<file path="config.mk">
export PLATFORM = sky130hd
export DESIGN_NAME = arinc429_rx
export DESIGN_NICKNAME = d
export VERILOG_FILES = /design/src/rtl/arinc429_pkg.sv /design/src/rtl/arinc429_rx_line.sv /design/src/rtl/arinc429_rx.sv
export SDC_FILE = /design/constraint.sdc
export NUM_CORES = 1
export LEC_CHECK = 0
export BUFFER_PORTS_ARGS = -buffer_cell sky130_fd_sc_hd__buf_2
export CAP_MARGIN = 20
export CORE_AREA = 10 10 115 138
export CTS_CLUSTER_SIZE = 14
export DETAILED_ROUTE_END_ITERATION = 16
export DIE_AREA = 0 0 125 148
export HOLD_SLACK_MARGIN = 0.1
export PLACE_DENSITY = 0.76
export RECOVER_POWER = 50
export SLEW_MARGIN = 20
export SYNTH_ARGS = -nofsm -noshare
export SYNTH_HDL_FRONTEND = slang
export SYNTH_HIERARCHICAL = 1
export SYNTH_SLANG_ARGS = --single-unit
</file>
<file path="constraint.sdc">
create_clock -name i_avs_clk -period 2.9 [get_ports i_avs_clk]
set_input_delay 0.87 -clock i_avs_clk [delete_from_list [all_inputs] [get_ports i_avs_clk]]
set_output_delay 0.87 -clock i_avs_clk [all_outputs]
set_load 0.1 [all_outputs]
</file>
<file path="src/rtl/arinc429_pkg.sv">
// ARINC429 shared definitions: speed codes, line codes,
// receiver states and bit-time helpers.
package arinc429_pkg;

  localparam int CNT_W = 16;

  localparam logic [1:0] SPD_OFF  = 2'b00;
  localparam logic [1:0] SPD_12K5 = 2'b01;
  localparam logic [1:0] SPD_50K  = 2'b10;
  localparam logic [1:0] SPD_100K = 2'b11;

  // Encoding is {A,B} so the synchronized pair maps directly
  typedef enum logic [1:0] {
    LC_NULL = 2'b00,
    LC_LO   = 2'b01,
    LC_HI   = 2'b10,
    LC_ERR  = 2'b11
  } line_code_t;

  typedef enum logic [1:0] {
    S_SYNC,
    S_IDLE,
    S_BIT,
    S_NULL
  } rx_state_t;

  function automatic logic [CNT_W-1:0] tbit(
    input int unsigned clk_hz,
    input logic [1:0]  speed
  );
    int unsigned t;
    t = 0;
    case (speed)
      SPD_12K5: t = clk_hz / 32'd12500;
      SPD_50K:  t = clk_hz / 32'd50000;
      SPD_100K: t = clk_hz / 32'd100000;
      default:  t = 0;
    endcase
    return t[CNT_W-1:0];
  endfunction

  function automatic logic [CNT_W-1:0] filt(
    input logic [CNT_W-1:0] t
  );
    return t >> 3;
  endfunction

endpackage

</file>
<file path="src/rtl/arinc429_rx_line.sv">
// ARINC429 line front end: synchronizers, code decode and
// glitch filter producing a qualified code plus change strobe.
module arinc429_rx_line
  import arinc429_pkg::*;
(
  input  logic             i_avs_clk,
  input  logic             i_avs_rst_n,
  input  logic [CNT_W-1:0] filt_i,
  input  logic             a_i,
  input  logic             b_i,
  output logic [1:0]       code_o,
  output logic             stb_o
);

  logic             a_meta_q, a_sync_q;
  logic             b_meta_q, b_sync_q;
  logic [1:0]       raw;
  logic [1:0]       cand_q, cand_d;
  logic [1:0]       qual_q, qual_d;
  logic [CNT_W-1:0] cnt_q, cnt_d;
  logic             stb_q, stb_d;

  assign raw    = {a_sync_q, b_sync_q};
  assign code_o = qual_q;
  assign stb_o  = stb_q;

  // Synchronizers and filter state
  always_ff @(posedge i_avs_clk or negedge i_avs_rst_n) begin
    if (!i_avs_rst_n) begin
      a_meta_q <= 1'b0;
      a_sync_q <= 1'b0;
      b_meta_q <= 1'b0;
      b_sync_q <= 1'b0;
      cand_q   <= LC_NULL;
      qual_q   <= LC_NULL;
      cnt_q    <= '0;
      stb_q    <= 1'b0;
    end else begin
      a_meta_q <= a_i;
      a_sync_q <= a_meta_q;
      b_meta_q <= b_i;
      b_sync_q <= b_meta_q;
      cand_q   <= cand_d;
      qual_q   <= qual_d;
      cnt_q    <= cnt_d;
      stb_q    <= stb_d;
    end
  end

  // A candidate becomes qualified once held for filt_i cycles
  always_comb begin
    cand_d = cand_q;
    qual_d = qual_q;
    cnt_d  = cnt_q;
    stb_d  = 1'b0;
    if (raw != cand_q) begin
      cand_d = raw;
      cnt_d  = {{(CNT_W-1){1'b0}}, 1'b1};
    end else begin
      if (cnt_q != '1)
        cnt_d = cnt_q + 1'b1;
      if (filt_i != '0 &&
          cnt_q >= filt_i - 1'b1 &&
          cand_q != qual_q) begin
        qual_d = cand_q;
        stb_d  = 1'b1;
      end
    end
  end

endmodule

</file>
<file path="src/rtl/arinc429_rx.sv">
// ARINC429 receiver: word recovery FSM, parity check and
// single-entry Avalon-ST output register.
module arinc429_rx
  import arinc429_pkg::*;
#(
  parameter int unsigned IN_AVS_CLK = 32'd50000000
) (
  input  logic        i_avs_clk,
  input  logic        i_avs_rst_n,
  input  logic [1:0]  i_arinc429_speed,
  input  logic        i_arinc429_rx_A,
  input  logic        i_arinc429_rx_B,
  output logic        o_src_valid,
  output logic [31:0] o_src_data,
  output logic        o_src_error,
  input  logic        i_src_ready,
  output logic        o_frame_err,
  output logic        o_overrun
);

  localparam logic [CNT_W-1:0] TB_12K5 =
    tbit(IN_AVS_CLK, SPD_12K5);
  localparam logic [CNT_W-1:0] TB_50K =
    tbit(IN_AVS_CLK, SPD_50K);
  localparam logic [CNT_W-1:0] TB_100K =
    tbit(IN_AVS_CLK, SPD_100K);

  rx_state_t        state_q, state_d;
  logic [1:0]       speed_q;
  logic [5:0]       bit_cnt_q, bit_cnt_d;
  logic [CNT_W-1:0] tmr_q, tmr_d;
  logic [31:0]      sr_q, sr_d;
  logic             valid_q, valid_d;
  logic [31:0]      data_q, data_d;
  logic             err_q, err_d;
  logic             fe_q, fe_d;
  logic             ov_q, ov_d;
  logic [CNT_W-1:0] tbit_w;
  logic [1:0]       code;
  logic             stb, abort, emit, is_lvl, lvl_bit;

  assign o_src_valid = valid_q;
  assign o_src_data  = data_q;
  assign o_src_error = err_q;
  assign o_frame_err = fe_q;
  assign o_overrun   = ov_q;

  // Bit time for the selected speed
  always_comb begin
    tbit_w = '0;
    case (i_arinc429_speed)
      SPD_12K5: tbit_w = TB_12K5;
      SPD_50K:  tbit_w = TB_50K;
      SPD_100K: tbit_w = TB_100K;
      default:  tbit_w = '0;
    endcase
  end

  arinc429_rx_line u_line (
    .i_avs_clk   (i_avs_clk),
    .i_avs_rst_n (i_avs_rst_n),
    .filt_i      (filt(tbit_w)),
    .a_i         (i_arinc429_rx_A),
    .b_i         (i_arinc429_rx_B),
    .code_o      (code),
    .stb_o       (stb)
  );

  assign abort   = (i_arinc429_speed == SPD_OFF) ||
                   (i_arinc429_speed != speed_q);
  assign is_lvl  = stb && (code == LC_HI || code == LC_LO);
  assign lvl_bit = (code == LC_HI);

  // State, counters and output registers
  always_ff @(posedge i_avs_clk or negedge i_avs_rst_n) begin
    if (!i_avs_rst_n) begin
      state_q   <= S_SYNC;
      speed_q   <= SPD_OFF;
      bit_cnt_q <= '0;
      tmr_q     <= '0;
      sr_q      <= '0;
      valid_q   <= 1'b0;
      data_q    <= '0;
      err_q     <= 1'b0;
      fe_q      <= 1'b0;
      ov_q      <= 1'b0;
    end else begin
      state_q   <= state_d;
      speed_q   <= i_arinc429_speed;
      bit_cnt_q <= bit_cnt_d;
      tmr_q     <= tmr_d;
      sr_q      <= sr_d;
      valid_q   <= valid_d;
      data_q    <= data_d;
      err_q     <= err_d;
      fe_q      <= fe_d;
      ov_q      <= ov_d;
    end
  end

  // Word framing FSM; timer restarts on every code or state change
  always_comb begin
    state_d   = state_q;
    bit_cnt_d = bit_cnt_q;
    sr_d      = sr_q;
    emit      = 1'b0;
    fe_d      = 1'b0;
    unique case (state_q)
      S_SYNC: begin
        bit_cnt_d = '0;
        if (code == LC_NULL && tmr_q >= tbit_w - 1'b1)
          state_d = S_IDLE;
      end
      S_IDLE: begin
        bit_cnt_d = '0;
        if (is_lvl) begin
          sr_d[0]   = lvl_bit;
          bit_cnt_d = 6'd1;
          state_d   = S_BIT;
        end
      end
      S_BIT: begin
        if (stb && code == LC_NULL) begin
          state_d = S_NULL;
        end else if (stb || tmr_q >= tbit_w) begin
          fe_d    = 1'b1;
          state_d = S_SYNC;
        end
      end
      S_NULL: begin
        if (bit_cnt_q == 6'd32) begin
          emit    = 1'b1;
          state_d = S_SYNC;
        end else if (is_lvl) begin
          sr_d[bit_cnt_q[4:0]] = lvl_bit;
          bit_cnt_d = bit_cnt_q + 6'd1;
          state_d   = S_BIT;
        end else if (stb && code == LC_ERR) begin
          fe_d    = 1'b1;
          state_d = S_SYNC;
        end else if (tmr_q >= tbit_w - 1'b1) begin
          fe_d    = 1'b1;
          state_d = S_IDLE;
        end
      end
      default: state_d = S_SYNC;
    endcase
    if (abort) begin
      state_d   = S_SYNC;
      bit_cnt_d = '0;
      emit      = 1'b0;
      fe_d      = 1'b0;
    end
    if (stb || abort || state_d != state_q)
      tmr_d = '0;
    else if (tmr_q != '1)
      tmr_d = tmr_q + 1'b1;
    else
      tmr_d = tmr_q;
  end

  // Holding register with overrun detection
  always_comb begin
    valid_d = valid_q;
    data_d  = data_q;
    err_d   = err_q;
    ov_d    = 1'b0;
    if (valid_q && i_src_ready)
      valid_d = 1'b0;
    if (emit) begin
      if (!valid_q || i_src_ready) begin
        valid_d = 1'b1;
        data_d  = sr_q;
        err_d   = ~^sr_q;
      end else begin
        ov_d = 1'b1;
      end
    end
    if (i_arinc429_speed == SPD_OFF)
      valid_d = 1'b0;
  end

endmodule

</file>
Yosys cells after proc, flatten, opt, wreduce, memory -nomap -nowiden
Index checks and enable logic that the tools add are counted.
{ "op_classes": {"eq_ne": 21, "magnitude_cmp": 5, "n_addsub": 5, "n_mux": 46, "bitwise": 2, "n_reduce_logical": 29} }
{ "ops": {"columns": ["operator", "count"], "rows": [
  ["two-way mux 16 bit", 4],
  ["greater-or-equal comparator 16 bit", 3],
  ["case mux 12 bit (3 select lines)", 1],
  ["adder 16 x 1 -> 16 bit, second input constant", 2],
  ["bitwise mux 32 bit", 1],
  ["inequality test 16 bit, second input constant", 2],
  ["XNOR reduction 32 bit", 1],
  ["two-way mux 1 bit", 23],
  ["two-way mux 2 bit", 9],
  ["two-way mux 6 bit", 3],
  ["case mux 6 bit (3 select lines)", 1],
  ["nonzero test 16 bit", 1],
  ["subtractor 16 x 1 -> 16 bit, second input constant", 1],
  ["equality test 2 bit, second input constant", 6],
  ["subtractor 9 x 1 -> 10 bit, second input constant", 1],
  ["logical AND 1 bit", 8],
  ["inequality test 2 bit", 4],
  ["case mux 2 bit (4 select lines)", 1],
  ["adder 6 x 1 -> 6 bit, second input constant", 1],
  ["equality test 2 x 1 -> 1 bit, second input constant", 3],
  ["equality test 6 bit, second input constant", 1],
  ["zero test 2 bit", 3],
  ["logical OR 1 bit", 6],
  ["< comparator 5 x 6 -> 1 bit, second input constant", 1],
  ["12 further kinds", 21]
]} }
{ "word_totals": {"regBits": 119, "output_inout_bits": 36, "in_bits": 7, "wordCells": 127} }

Logic depth before layout (Yosys ltp)
Gate-level depths: netlist of run 1.
{ "logic_depth": {"word_depth": 13, "mapped_depth": 17, "depth_no_buf": 17} }

Hierarchy
Netlist of run 1, hierarchy kept.
{ "modules_own_cells": {"columns": ["mod", "cells_each", "seq_area_each_um2", "area_each_um2", "instances"], "rows": [
  ["arinc429_rx", 479, 2352.3, 5333.9, 1],
  ["arinc429_rx_line", 195, 625.6, 1774.2, 1]
]} }

Worst setup path after synthesis of run 1
No wires, ideal clock.
{ "synth_path": {"path_kind": "in2reg", "start": "input i_arinc429_speed[0]", "end": "register u_line.qual_q[0] (netlist: u_line/code_o[0])", "path_stages": 16, "arrival_ns": 3.951, "setup_time_ns": 0.132, "n_path_buf": 0, "setup_slack_ns": -1.184, "t_required_ns": 2.768, "cell_sequence": "ha_1 > inv_1 > ha_1 > or2_2 > inv_1 > nor3_1 > and3_1 > nand2_1 > nor4_1 > xnor2_1 > ha_1 > a21oi_1 > o21ai_0 > a2111oi_0 > and3_1 > o211ai_1"} }
{ "synth_between": {"elab_chain_cells": 7, "elab_cells_between_ends": 10, "classes_between": "1 x add/sub; 1 x order compare; 3 x eq/ne; 1 x mux; 4 x reduce/logical"} }
{ "synth_rtl": {"columns": ["element", "line_no", "text"], "rows": [
  ["start, declared", "arinc429_rx.sv:10", "input logic [1:0] i_arinc429_speed,"],
  ["equality test 2 bit / equality test 2 x 1 -> 1 bit (equally long branches)", "arinc429_rx.sv:51", "case (i_arinc429_speed)"],
  ["case mux 12 bit (3 select lines) *", "arinc429_rx.sv:51", null],
  ["via tbit_w[6]", "arinc429_rx.sv:38", "logic [CNT_W-1:0] tbit_w;"],
  ["subtractor 9 x 1 -> 10 bit", "arinc429_rx_line.sv:63", "cnt_q >= filt_i - 1'b1 &&"],
  ["greater-or-equal comparator 16 bit", "arinc429_rx_line.sv:63", null],
  ["logical AND 1 bit *", "arinc429_rx_line.sv:62", "if (filt_i != '0 &&"],
  ["logical AND 1 bit *", "arinc429_rx_line.sv:63", null],
  ["AND reduction 2 bit (no source line) *", null, null],
  ["end signal, assigned", "arinc429_rx_line.sv:44", "qual_q <= qual_d;"],
  ["end, declared", "arinc429_rx_line.sv:19", "logic [1:0] qual_q, qual_d;"]
]} }
Mark *: on every way through the listed nets, which the timed path passes. The rest lies on a longest branch.
A chain may end at the register's enable or synchronous reset.

Worst setup path after layout of run 1
{ "layout_path": {"start": "input i_arinc429_speed[0]", "end": "register u_line.qual_q[1] (netlist: u_line/code_o[1])"} }
Same word-level chain as after synthesis.

==> results of run 1 <==
[stage by stage]
stage          TNS, ns  power (mW)
6_report         -6.52        4.25
5_1_grt          -9.33        4.41
4_1_cts          -6.21        4.28
3_5_place_dp    -22.59        1.99
3_3_place_gp    -19.39        1.98
2_1_floorplan    -5.23        1.87
[synthesized netlist by cell type, types with 2 or more instances]
cell       count  area (um^2)
dfrtp_1      119         2980
mux2_2        64          721
ha_1          58          726
nand2_1       57          214
xnor2_1       49          429
nor2_1        36          135
xor2_1        30          263
inv_1         27          101
a21oi_1       25          125
clkbuf_1      22         82.6
nand3_1       21          105
and3_1        20          125
nor3_1        18         90.1
nand4_1       13         81.3
o21ai_0       12         60.1
nor3_2        11          110
and2_1         6         37.5
buf_2          6         30.0
nand2b_1       6         37.5
nor4_1         6         37.5
o211ai_1       5         37.5
a21o_1         4         30.0
mux2i_1        4         40.0
nor2b_1        3         18.8
nor3b_1        3         22.5
or2_2          3         18.8
a2111oi_2      2         30.0
a211o_1        2         17.5
a211oi_1       2         15.0
a311oi_1       2         17.5
a31oi_1        2         12.5
a41oi_1        2         17.5
and3b_1        2         17.5
and4_1         2         17.5
mux2_1         2         22.5
o2111ai_1      2         17.5
or4_4          2         22.5
[final timing paths]
path	from	to	slack, ns	cells after the start
worst max-delay path	i_arinc429_speed[0]	u_line/code_o[1]$_DFFE_PN0P_	-0.42	17
worst min-delay path	u_line/b_meta_q$_DFF_PN0_	u_line/b_sync_q$_DFF_PN0_	0.35	0
worst max register to register	tmr_q[15]$_DFFE_PN0P_	tmr_q[10]$_DFFE_PN0P_	0.39	8
worst min register to register	u_line/b_meta_q$_DFF_PN0_	u_line/b_sync_q$_DFF_PN0_	0.35	0
max in group asynchronous	i_avs_rst_n	u_line/cnt_q[11]$_DFFE_PN0P_	1.85	2
min in group asynchronous	i_avs_rst_n	o_src_data[30]$_DFFE_PN0P_	0.51	2
[where the power goes]
part	internal (mW)	switching [mW]	leakage (nW)
sequential	1.67	0.0106	1.63
combinational	0.130	0.168	2.29
clock	1.47	0.799	0.315
total	3.27	0.977	4.23
[routing by layer]
metal / global-route usage / share of wire / vias to the layer above
met4: 0.0646 / 0.014 / 0
met3: 0.0390 / 0.040 / 20
met5: 0 / 0 / -
met2: 0.317 / 0.55 / 119
li1: - / - / 2568
met1: 0.181 / 0.39 / 2638
[final cells by class]
class                      count  area share
clock buffer                  18      0.0496
clock inverter                14      0.0222
inverter                      28      0.0131
multi-input combinational    519       0.479
sequential                   119       0.336
tap                          168      0.0237
timing repair buffer          94      0.0758
[state kept, by name (all words and copies together), names as in the netlist, 2 cells and up]
| name | flops |
|---|---|
| bit_cnt_q | 6 |
| o_src_data | 32 |
| speed_q | 2 |
| sr_q | 32 |
| state_q | 2 |
| tmr_q | 16 |
| u_line/cand_q | 2 |
| u_line/cnt_q | 16 |
| u_line/code_o | 2 |
[kinds of logic (layout without fill, tap and decap cells)]
group	count (synthesis)	in the layout	synth area share
AOI/OAI and AO/OA	75	75	0.0790
xor gates and xnor gates	79	79	0.0973
adders and majority gates	58	58	0.102
buffers and inverters	58	154	0.0333
DFF	119	119	0.419
muxes	70	70	0.110
other	1	23	0.000528
and+or+nand+nor	214	214	0.159
[worst reg2reg max path, cell delays in order, from the launching register on]
cell and delay [ns]:
dfrtp_1 0.43, or4_1 0.59, or3_1 0.35, a211oi_2 0.23, o2bb2ai_2 0.12, o31ai_4 0.22
a211oi_4 0.08, buf_12 0.16, a2111oi_2 0.22
[what timing repair did]
action                                  CTS  global route
buffers inserted                          3             3
resized for setup                        14             4
endpoints found under the setup margin   22            22
pin swaps                                11             6
==> results_dict.tcl, run 1 <==
set metrics [dict create \
    status "complete, but fails checks" \
    failing_checks "negative setup slack" \
    via_per_inst 5.57 \
    first_global_vias 5633 \
    worst_hold_check_slack_ns 0.346 \
    final-hold-violation-count 0 \
    route.vias.total 5345 \
    cts_num_sinks 119 \
    final_common_cell "dfrtp_1" \
    grt_setup_unrepaired "true" \
    slowest_delay_ns 0.35 \
    ctsHtreeMaxLevel 4 \
    criticalPathCategory "in -> reg" \
    cap_violations 0 \
    pre_cts_slack_ns -0.970 \
    first_pass_iters 5 \
    synth_ff_type "dfrtp_1" \
    finalWirelength_mm 15.6 \
    fin_nets 844 \
    start_util 0.542 \
    multiInputGateArea_um2 4240 \
    layout_setup_ws_ns -0.425 \
    remaining_drc_errors 0 \
    yosysWarningCount 6 \
    grt_first_pass_wirelength_mm 26.7 \
    worstSetupStartpointType "primary input" \
    power_density_nw_per_um2 480 \
    wl_per_cell_um 16.2 \
    tritoncts "yes" \
    design.portCount 43 \
    timing.critical_path.slowest_stage_cell "a311o_1" \
    setup_viol 22 \
    detailed_place.area_um2 8100 \
    final_antenna_net_count 0 \
    initial_antenna_violation_count 0 \
    post_synthesis_average_cell_area_um2 10.5 \
    min-delay-path-class "reg -> reg" \
    layout_cells_sized_above_1 0.321 \
    clock_latency_ns 0.41 \
    place.detailed.instances 922 \
    finalCritPeriodShare 1.15 \
    post-route-min-period_ns 3.32 \
    globalRouteTotalUtil 0.170 \
    synthArstFlopShare 1.00 \
    die-width_um 125 \
    layout-area-overhead-vs-synth_pct 24.5 \
    core_um2 13100 \
    synthesis.area_um2 7110 \
    dpl.hpwl_mm 10.9 \
    stdcell_area_um2 8850 \
    tightest_slew_margin_relative_to_the_limit 0.348 \
    die-area_um2 18500 \
    final_max_slew_viol_count 0 \
    gr-total-overflow 0 \
    ys_seq_area_frac 0.419 \
    critical_path.endpoint_type "flip-flop" \
    critPathArrivalTime_ns 3.64 \
    port_buffers 42 \
    critical_path.max_fanout 3 \
    die_h_um 148 \
    ys_ff_latch 119 \
    pin_count_of_the_biggest_net_entering_global_routing 120 \
    numCtsBuffers 17 \
    vdd_ir_drop_max_mv 0.334 \
    syn_inst 674 \
    holdBufCountCts 0 \
    cts_root_buffer "clkbuf_16" \
    synth.distinct_cells 61 \
    max_freq_mhz 301 \
    regArea_um2 2980 \
    final.setup_skew_ns 0.00680 \
    drt-initial-drc-count 248 \
    crit_path_cell_trace "buf_8 -> clkinvlp_4 -> ha_4 -> inv_4 -> ha_4 -> or2_4 -> inv_4 -> nor3_4 -> and3_4 -> nand2_4 -> or3_4 -> xor2_1 -> ha_1 -> nand4_1 -> a311o_1 -> and3_4 -> o211ai_1" \
    cpLargestDelayFamily "simple AND/OR/NAND/NOR gates" \
    filler_cell_count 974 \
    cts.path.max_buffers 2 \
    leakage_nw 4.23 \
    row_count 46 \
    layout.cells.most_common_list "dfrtp_1 (119), mux2_2 (63), nand2_1 (54), ha_1 (52), xnor2_1 (48)" \
    layout.cells.non_filler 960 \
    critical_path_buf_inv_count 4 \
    synth_edf_count 0 \
    worstPathRequired_ns 3.22 \
    clk_pin_slew_ns 0.05 \
    gp_congestion 0.875 \
    n_antenna_cell 0 \
    postLayoutCoreUtil 0.674 \
    worst_pin_slew_ns 0.978 \
]
(Power assumes the default switching activity.)
==> run 2: changes to the inputs <==
--- a/config.mk
+++ b/config.mk
@@ -12,7 +12,7 @@
 export DETAILED_ROUTE_END_ITERATION = 16
 export DIE_AREA = 0 0 125 148
 export HOLD_SLACK_MARGIN = 0.1
-export PLACE_DENSITY = 0.76
+export PLACE_DENSITY = 0.79
 export RECOVER_POWER = 50
 export SLEW_MARGIN = 20
 export SYNTH_ARGS = -nofsm -noshare
==> constraint.sdc (replaced) <==
create_clock -name i_avs_clk -period 2.8 [get_ports i_avs_clk]
set_input_delay 0.56 -clock i_avs_clk [delete_from_list [all_inputs] [get_ports i_avs_clk]]
set_output_delay 0.56 -clock i_avs_clk [all_outputs]
set_load 0.1 [all_outputs]
==> run 2 against run 1 <==
Effect of this change: the run ends with max-capacitance violations, max-slew violations, negative setup slack left; critical path type unchanged; die area unchanged; highest routed layer is now met5; setup slack improved by 0.19 ns; non-clock buffer count is 2 higher; global-route usage rose by 0.61 points; sequential share of layout area decreased by 0.18 points; combinational power grew 2%; critical path depth rose by 1; sequential cell count unchanged; register-to-register slack worse by 0.23 ns.
==> results_dict.tcl, run 2 (synthesis results as in run 1) <==
set metrics [dict create \
    tightest_slew_margin_relative_to_the_limit -0.399 \
    gp_congestion 0.867 \
    n_antenna_cell 0 \
    final_max_slew_viol_count 41 \
    pre_cts_slack_ns -0.784 \
    port_buffers 42 \
    final_antenna_net_count 0 \
    critical_path.endpoint_type "flip-flop" \
    die-width_um 125 \
    wl_per_cell_um 16.6 \
    stdcell_area_um2 8900 \
    first_global_vias 5710 \
    fin_total_pwr_mw 4.36 \
    max_freq_mhz 330 \
    cts.path.max_buffers 2 \
    setup_viol 5 \
    layout.cells.most_common_list "dfrtp_1 (119), mux2_2 (64), nand2_1 (54), ha_1 (52), xnor2_1 (49)" \
    status "complete, but fails checks" \
    initial_antenna_violation_count 1 \
    remaining_drc_errors 0 \
    grt_first_pass_wirelength_mm 27.3 \
    finalCritPeriodShare 1.08 \
    detailed_place.area_um2 8100 \
    ctsHtreeMaxLevel 4 \
    worst_pin_slew_ns 2.10 \
    cts_root_buffer "clkbuf_16" \
    power_density_nw_per_um2 490 \
    failing_checks "max-capacitance violations, max-slew violations, negative setup slack" \
    worstSetupStartpointType "primary input" \
    layout_setup_ws_ns -0.233 \
    worst_hold_check_slack_ns 0.257 \
    critPathArrivalTime_ns 3.31 \
    design.portCount 43 \
    critical_path.max_fanout 4 \
    core_um2 13100 \
    min-delay-path-class "in -> reg" \
    layout-area-overhead-vs-synth_pct 25.2 \
    cts_num_sinks 119 \
    drt-initial-drc-count 316 \
    tritoncts "yes" \
    first_pass_iters 4 \
    clk_pin_slew_ns 0.05 \
    finalWirelength_mm 16.0 \
    vdd_ir_drop_max_mv 0.307 \
    post-route-min-period_ns 3.03 \
    final.setup_skew_ns 0.00684 \
    route.vias.total 5369 \
    criticalPathCategory "in -> reg" \
    final-hold-violation-count 0 \
    grt_setup_unrepaired "true" \
    worstPathRequired_ns 3.08 \
    gr-total-overflow 0 \
    die-area_um2 18500 \
    final_common_cell "dfrtp_1" \
    start_util 0.542 \
    numCtsBuffers 17 \
    leakage_nw 4.20 \
    via_per_inst 5.58 \
    layout_cells_sized_above_1 0.320 \
    pin_count_of_the_biggest_net_entering_global_routing 56 \
    dpl.hpwl_mm 11.3 \
    die_h_um 148 \
    fin_nets 846 \
    cap_violations 1 \
    clock_latency_ns 0.41 \
    globalRouteTotalUtil 0.176 \
    row_count 46 \
]
run 2: critical path, cell delays in order:
cell	delay (ns)
buf_8	0.09
clkinvlp_4	0.09
ha_4	0.17
inv_4	0.06
ha_4	0.11
or2_4	0.12
inv_4	0.04
nor3_4	0.12
and3_4	0.22
nand2_4	0.07
or3_4	0.33
xor2_1	0.17
ha_1	0.34
nand2_1	0.08
nor2_1	0.06
a2111oi_4	0.31
and3_4	0.26
o211ai_1	0.09
run 2: worst paths after layout:
check | cells after the start | startpoint | end | slack [ns]
min reg2reg | 0 | u_line/a_meta_q$_DFF_PN0_ | u_line/a_sync_q$_DFF_PN0_ | 0.35
min in group asynchronous | 1 | i_avs_rst_n | o_src_data[30]$_DFFE_PN0P_ | 0.75
max | 18 | i_arinc429_speed[0] | u_line/code_o[1]$_DFFE_PN0P_ | -0.23
max in group asynchronous | 2 | i_avs_rst_n | o_src_data[0]$_DFFE_PN0P_ | 0.22
max reg2reg | 9 | tmr_q[13]$_DFFE_PN0P_ | tmr_q[12]$_DFFE_PN0P_ | 0.16
min | 1 | i_arinc429_rx_A | u_line/a_meta_q$_DFF_PN0_ | 0.26
run 2: timing repair:
item                                    4_1_cts  5_1_grt
endpoints found under the setup margin       20       22
pin swaps                                    13       14
buffers inserted                              5        2
cloned                                        1        0
hold buffers                                  0        0
resized for setup                            13       10
run 2: through the flow:
step | util | std cells | setup TNS, ns
after detailed placement | 0.617 | 922 | -11.67
after CTS | 0.674 | 960 | -0.811
after floorplan | - | 696 | -1.44
final | 0.678 | 962 | -0.780
after global routing | 0.678 | 962 | -19.67
after global placement | 0.617 | 922 | -9.62
run 2: report_power, final:
group / internal (mW) / switching, mW
clock: 1.54 / 0.776
combinational: 0.129 / 0.173
sequential: 1.73 / 0.0118
total: 3.40 / 0.961
run 2: area by class of cell:
class / count / area, um^2
inverters: 28 / 119
repair buffers: 96 / 706
clock buffers: 21 / 460
fillers: 930 / 4220
flip-flops and latches: 119 / 2980
multi-input cells: 519 / 4250
well taps: 168 / 210
clock inverters: 11 / 171
run 2: per-layer routing:
metal | vias to the layer above | part of all wire | GRT usage | routed length [um]
met5 | - | 0.00081 | 0 | 13
met4 | 2 | 0.028 | 0.0721 | 444
met3 | 45 | 0.043 | 0.0487 | 684
met2 | 117 | 0.54 | 0.319 | 8540
met1 | 2644 | 0.39 | 0.189 | 6270
li1 | 2561 | - | - | -
==> run 3: changes to the inputs <==
--- a/config.mk
+++ b/config.mk
@@ -5,14 +5,14 @@
 export SDC_FILE = /design/constraint.sdc
 export NUM_CORES = 1
 export LEC_CHECK = 0
+export ABC_AREA = 1
 export BUFFER_PORTS_ARGS = -buffer_cell sky130_fd_sc_hd__buf_2
-export CAP_MARGIN = 20
-export CORE_AREA = 10 10 115 138
+export CORE_AREA = 10 10 118 141
 export CTS_CLUSTER_SIZE = 14
 export DETAILED_ROUTE_END_ITERATION = 16
-export DIE_AREA = 0 0 125 148
+export DIE_AREA = 0 0 128 151
 export HOLD_SLACK_MARGIN = 0.1
-export PLACE_DENSITY = 0.79
+export PLACE_DENSITY = 0.78
 export RECOVER_POWER = 50
 export SLEW_MARGIN = 20
 export SYNTH_ARGS = -nofsm -noshare
==> run 3 against run 2 <==
Effect of this change: the run ends with max-capacitance violations, max-slew violations left; setup slack improved by 0.43 ns; area after synthesis is 4.5% higher; maximum frequency up 17%; largest power group unchanged.
==> results_dict.tcl, run 3 <==
set metrics [dict create \
    status "complete, but fails checks" \
    failing_checks "max-capacitance violations, max-slew violations" \
    worstPathRequired_ns 3.15 \
    hold_path_depth 1 \
    synth.area.top_cells "dfrtp_1 (40%), nand2_1 (12%), ha_1 (9.8%), inv_1 (4.9%), xnor2_1 (4.2%)" \
    tightest_slew_margin_relative_to_the_limit -0.0388 \
    syn_inst 910 \
    place.detailed.instances 1159 \
    die-width_um 128 \
    layout-area-overhead-vs-synth_pct 18.7 \
    via_per_inst 5.21 \
    fin_nets 1073 \
    layout.cells.most_common_list "nand2_1 (233), dfrtp_1 (119), inv_1 (93), nor2_1 (64), ha_1 (52)" \
    post_cts_buffers 0 \
    critical_path.max_fanout 7 \
    worst-r2r-cell-count 9 \
    leakage_nw 4.54 \
    final-hold-violation-count 0 \
    cts_num_sinks 119 \
    rr_startpoint "tmr_q[0]$_DFFE_PN0P_" \
    hold-path-endpoint "u_line/a_meta_q$_DFF_PN0_" \
    final_common_cell "nand2_1" \
    first_global_vias 6054 \
    numCtsBuffers 17 \
    synthArstFlopShare 1.00 \
    layout.cells.non_filler 1192 \
    port_buffers 42 \
    gr-total-overflow 0 \
    clk_pin_slew_ns 0.06 \
    max_freq_mhz 385 \
    n_antenna_cell 0 \
    critical_path.reg2reg.endpoint "tmr_q[13]$_DFFE_PN0P_" \
    vdd_ir_drop_max_mv 0.571 \
    ys_ff_latch 119 \
    tritoncts "yes" \
    commonest_cells_in_the_synthesized_netlist "nand2_1 (238), dfrtp_1 (119), inv_1 (97), nor2_1 (68), ha_1 (58)" \
    die-area_um2 19300 \
    post_synthesis_average_cell_area_um2 8.16 \
    critical_path.endpoint_type "flip-flop" \
    synth_largest_area_cell "dfrtp_1" \
    synth.distinct_cells 44 \
    pin_count_of_the_biggest_net_entering_global_routing 39 \
    cts.path.max_buffers 2 \
    beginning_of_the_critical_path "i_arinc429_speed[0]" \
    layout_setup_ws_ns 0.200 \
    first_pass_iters 7 \
    start_util 0.540 \
    synthesis.area_um2 7430 \
    row_count 47 \
    die_h_um 151 \
    dpl.hpwl_mm 12.2 \
    cap_violations 1 \
    synth_ff_type "dfrtp_1" \
    layout_cells_sized_above_1 0.182 \
    ys_seq_area_frac 0.401 \
    design.portCount 43 \
    initial_antenna_violation_count 0 \
    finalWirelength_mm 16.4 \
    worst_pin_slew_ns 1.56 \
    final_max_slew_viol_count 30 \
    most_used_standard_cell_by_instance_count_after_synthesis "nand2_1" \
    synth_edf_count 0 \
    pre_cts_slack_ns -0.336 \
    post-route-min-period_ns 2.60 \
    power_density_nw_per_um2 486 \
    critPathArrivalTime_ns 2.95 \
    postLayoutCoreUtil 0.641 \
    min-delay-path-class "in -> reg" \
    core_um2 13800 \
    finalCritPeriodShare 0.929 \
    setup_viol 0 \
    drt-initial-drc-count 400 \
    cts_root_buffer "clkbuf_16" \
    ctsHtreeMaxLevel 4 \
    final_antenna_net_count 0 \
    yosysWarningCount 6 \
    worst_hold_startpoint "i_arinc429_rx_A" \
    fin_tns_setup_ns 0 \
    final.setup_skew_ns 0.00893 \
    worst_hold_check_slack_ns 0.241 \
    rrSetupSlack_ns 0.67 \
    criticalPathCategory "in -> reg" \
    clock_latency_ns 0.42 \
    remaining_drc_errors 0 \
    globalRouteTotalUtil 0.175 \
    synth_largest_type_area_fraction 0.401 \
    route.vias.total 6216 \
    grt_first_pass_wirelength_mm 27.8 \
    worstSetupStartpointType "primary input" \
    gp_congestion 0.870 \
    wl_per_cell_um 13.8 \
]
[run 3: cell count changes after synthesis, moves of 14 or more]
cell and delta:
nand2_1 +181, inv_1 +70, mux2_2 -64, nor2_1 +32
a31oi_1 +30, nand3_1 +21, o21ai_0 +21, a21oi_1 +20
and3_1 -19, clkbuf_1 -14
[run 3: power by group]
group | switching [mW] | internal, mW | leakage, nW | total [mW]
logic | 0.216 | 0.136 | 2.61 | 0.351
registers | 0.0234 | 1.74 | 1.64 | 1.76
clock network | 0.836 | 1.33 | 0.295 | 2.17
total | 1.08 | 3.21 | 4.54 | 4.28
[run 3: per-layer routing]
metal  vias up  wire length, um  track usage
li1       3133                -            -
met1      2903             6780        0.192
met2       146             8640        0.317
met3        34              689       0.0451
met4         0              338       0.0693
met5         -                0            0
[run 3: worst max path at each step]
stage                                         endpoint  cells after the start
final                            tmr_q[10]$_DFFE_PN0P_                     19
after global routing      u_line/code_o[0]$_DFFE_PN0P_                     22
after CTS                 u_line/code_o[0]$_DFFE_PN0P_                     21
after detailed placement  u_line/code_o[0]$_DFFE_PN0P_                     21
after global placement    u_line/code_o[1]$_DFFE_PN0P_                     20
after floorplan           u_line/code_o[1]$_DFFE_PN0P_                     20
[run 3: area by class of cell]
cell class / instances / area, um^2
fill: 1178 / 4940
multi-input combinational: 683 / 4080
sequential: 119 / 2980
timing repair buffer: 81 / 544
clock buffer: 17 / 425
inverter: 106 / 402
tap: 171 / 214
clock inverter: 15 / 169
[run 3: what timing repair did]
| action | in CTS | in global routing |
|---|---|---|
| setup endpoints to repair | 0 | 19 |
| resized for setup | 0 | 13 |
| hold endpoints to repair | 27 | 0 |
| hold buffers | 1 | 0 |
[run 3: kinds of logic after synthesis]
| group | synth area share |
|---|---|
| compound gates | 0.0947 |
| xor+xnor | 0.0684 |
| fa+ha+maj | 0.0977 |
| buf+inv | 0.0696 |
| flops | 0.401 |
| mux | 0.00135 |
| other cells | 0.000505 |
| simple gates | 0.267 |
[run 3: per-stage QoR]
| stage | total power, mW | cell area (um^2) |
|---|---|---|
| after floorplan | 2.00 | 7550 |
| after global placement | 2.13 | 8200 |
| after detailed placement | 2.14 | 8200 |
| after CTS | 4.32 | 8800 |
| after global routing | 4.44 | 8820 |
| final | 4.28 | 8820 |
[run 3: critical path, cell delays in order]
cell,delay [ns]
buf_2,0.12
clkinvlp_4,0.14
buf_4,0.17
ha_2,0.20
xor2_1,0.16
ha_1,0.33
a21o_1,0.16
nor2_1,0.12
nand3_2,0.09
nand2_1,0.10
nand3_1,0.08
nand2_1,0.09
nand2_1,0.07
nand2_1,0.07
nand2_2,0.06
nand2_2,0.08
nand2_4,0.10
buf_12,0.16
nor2_1,0.08
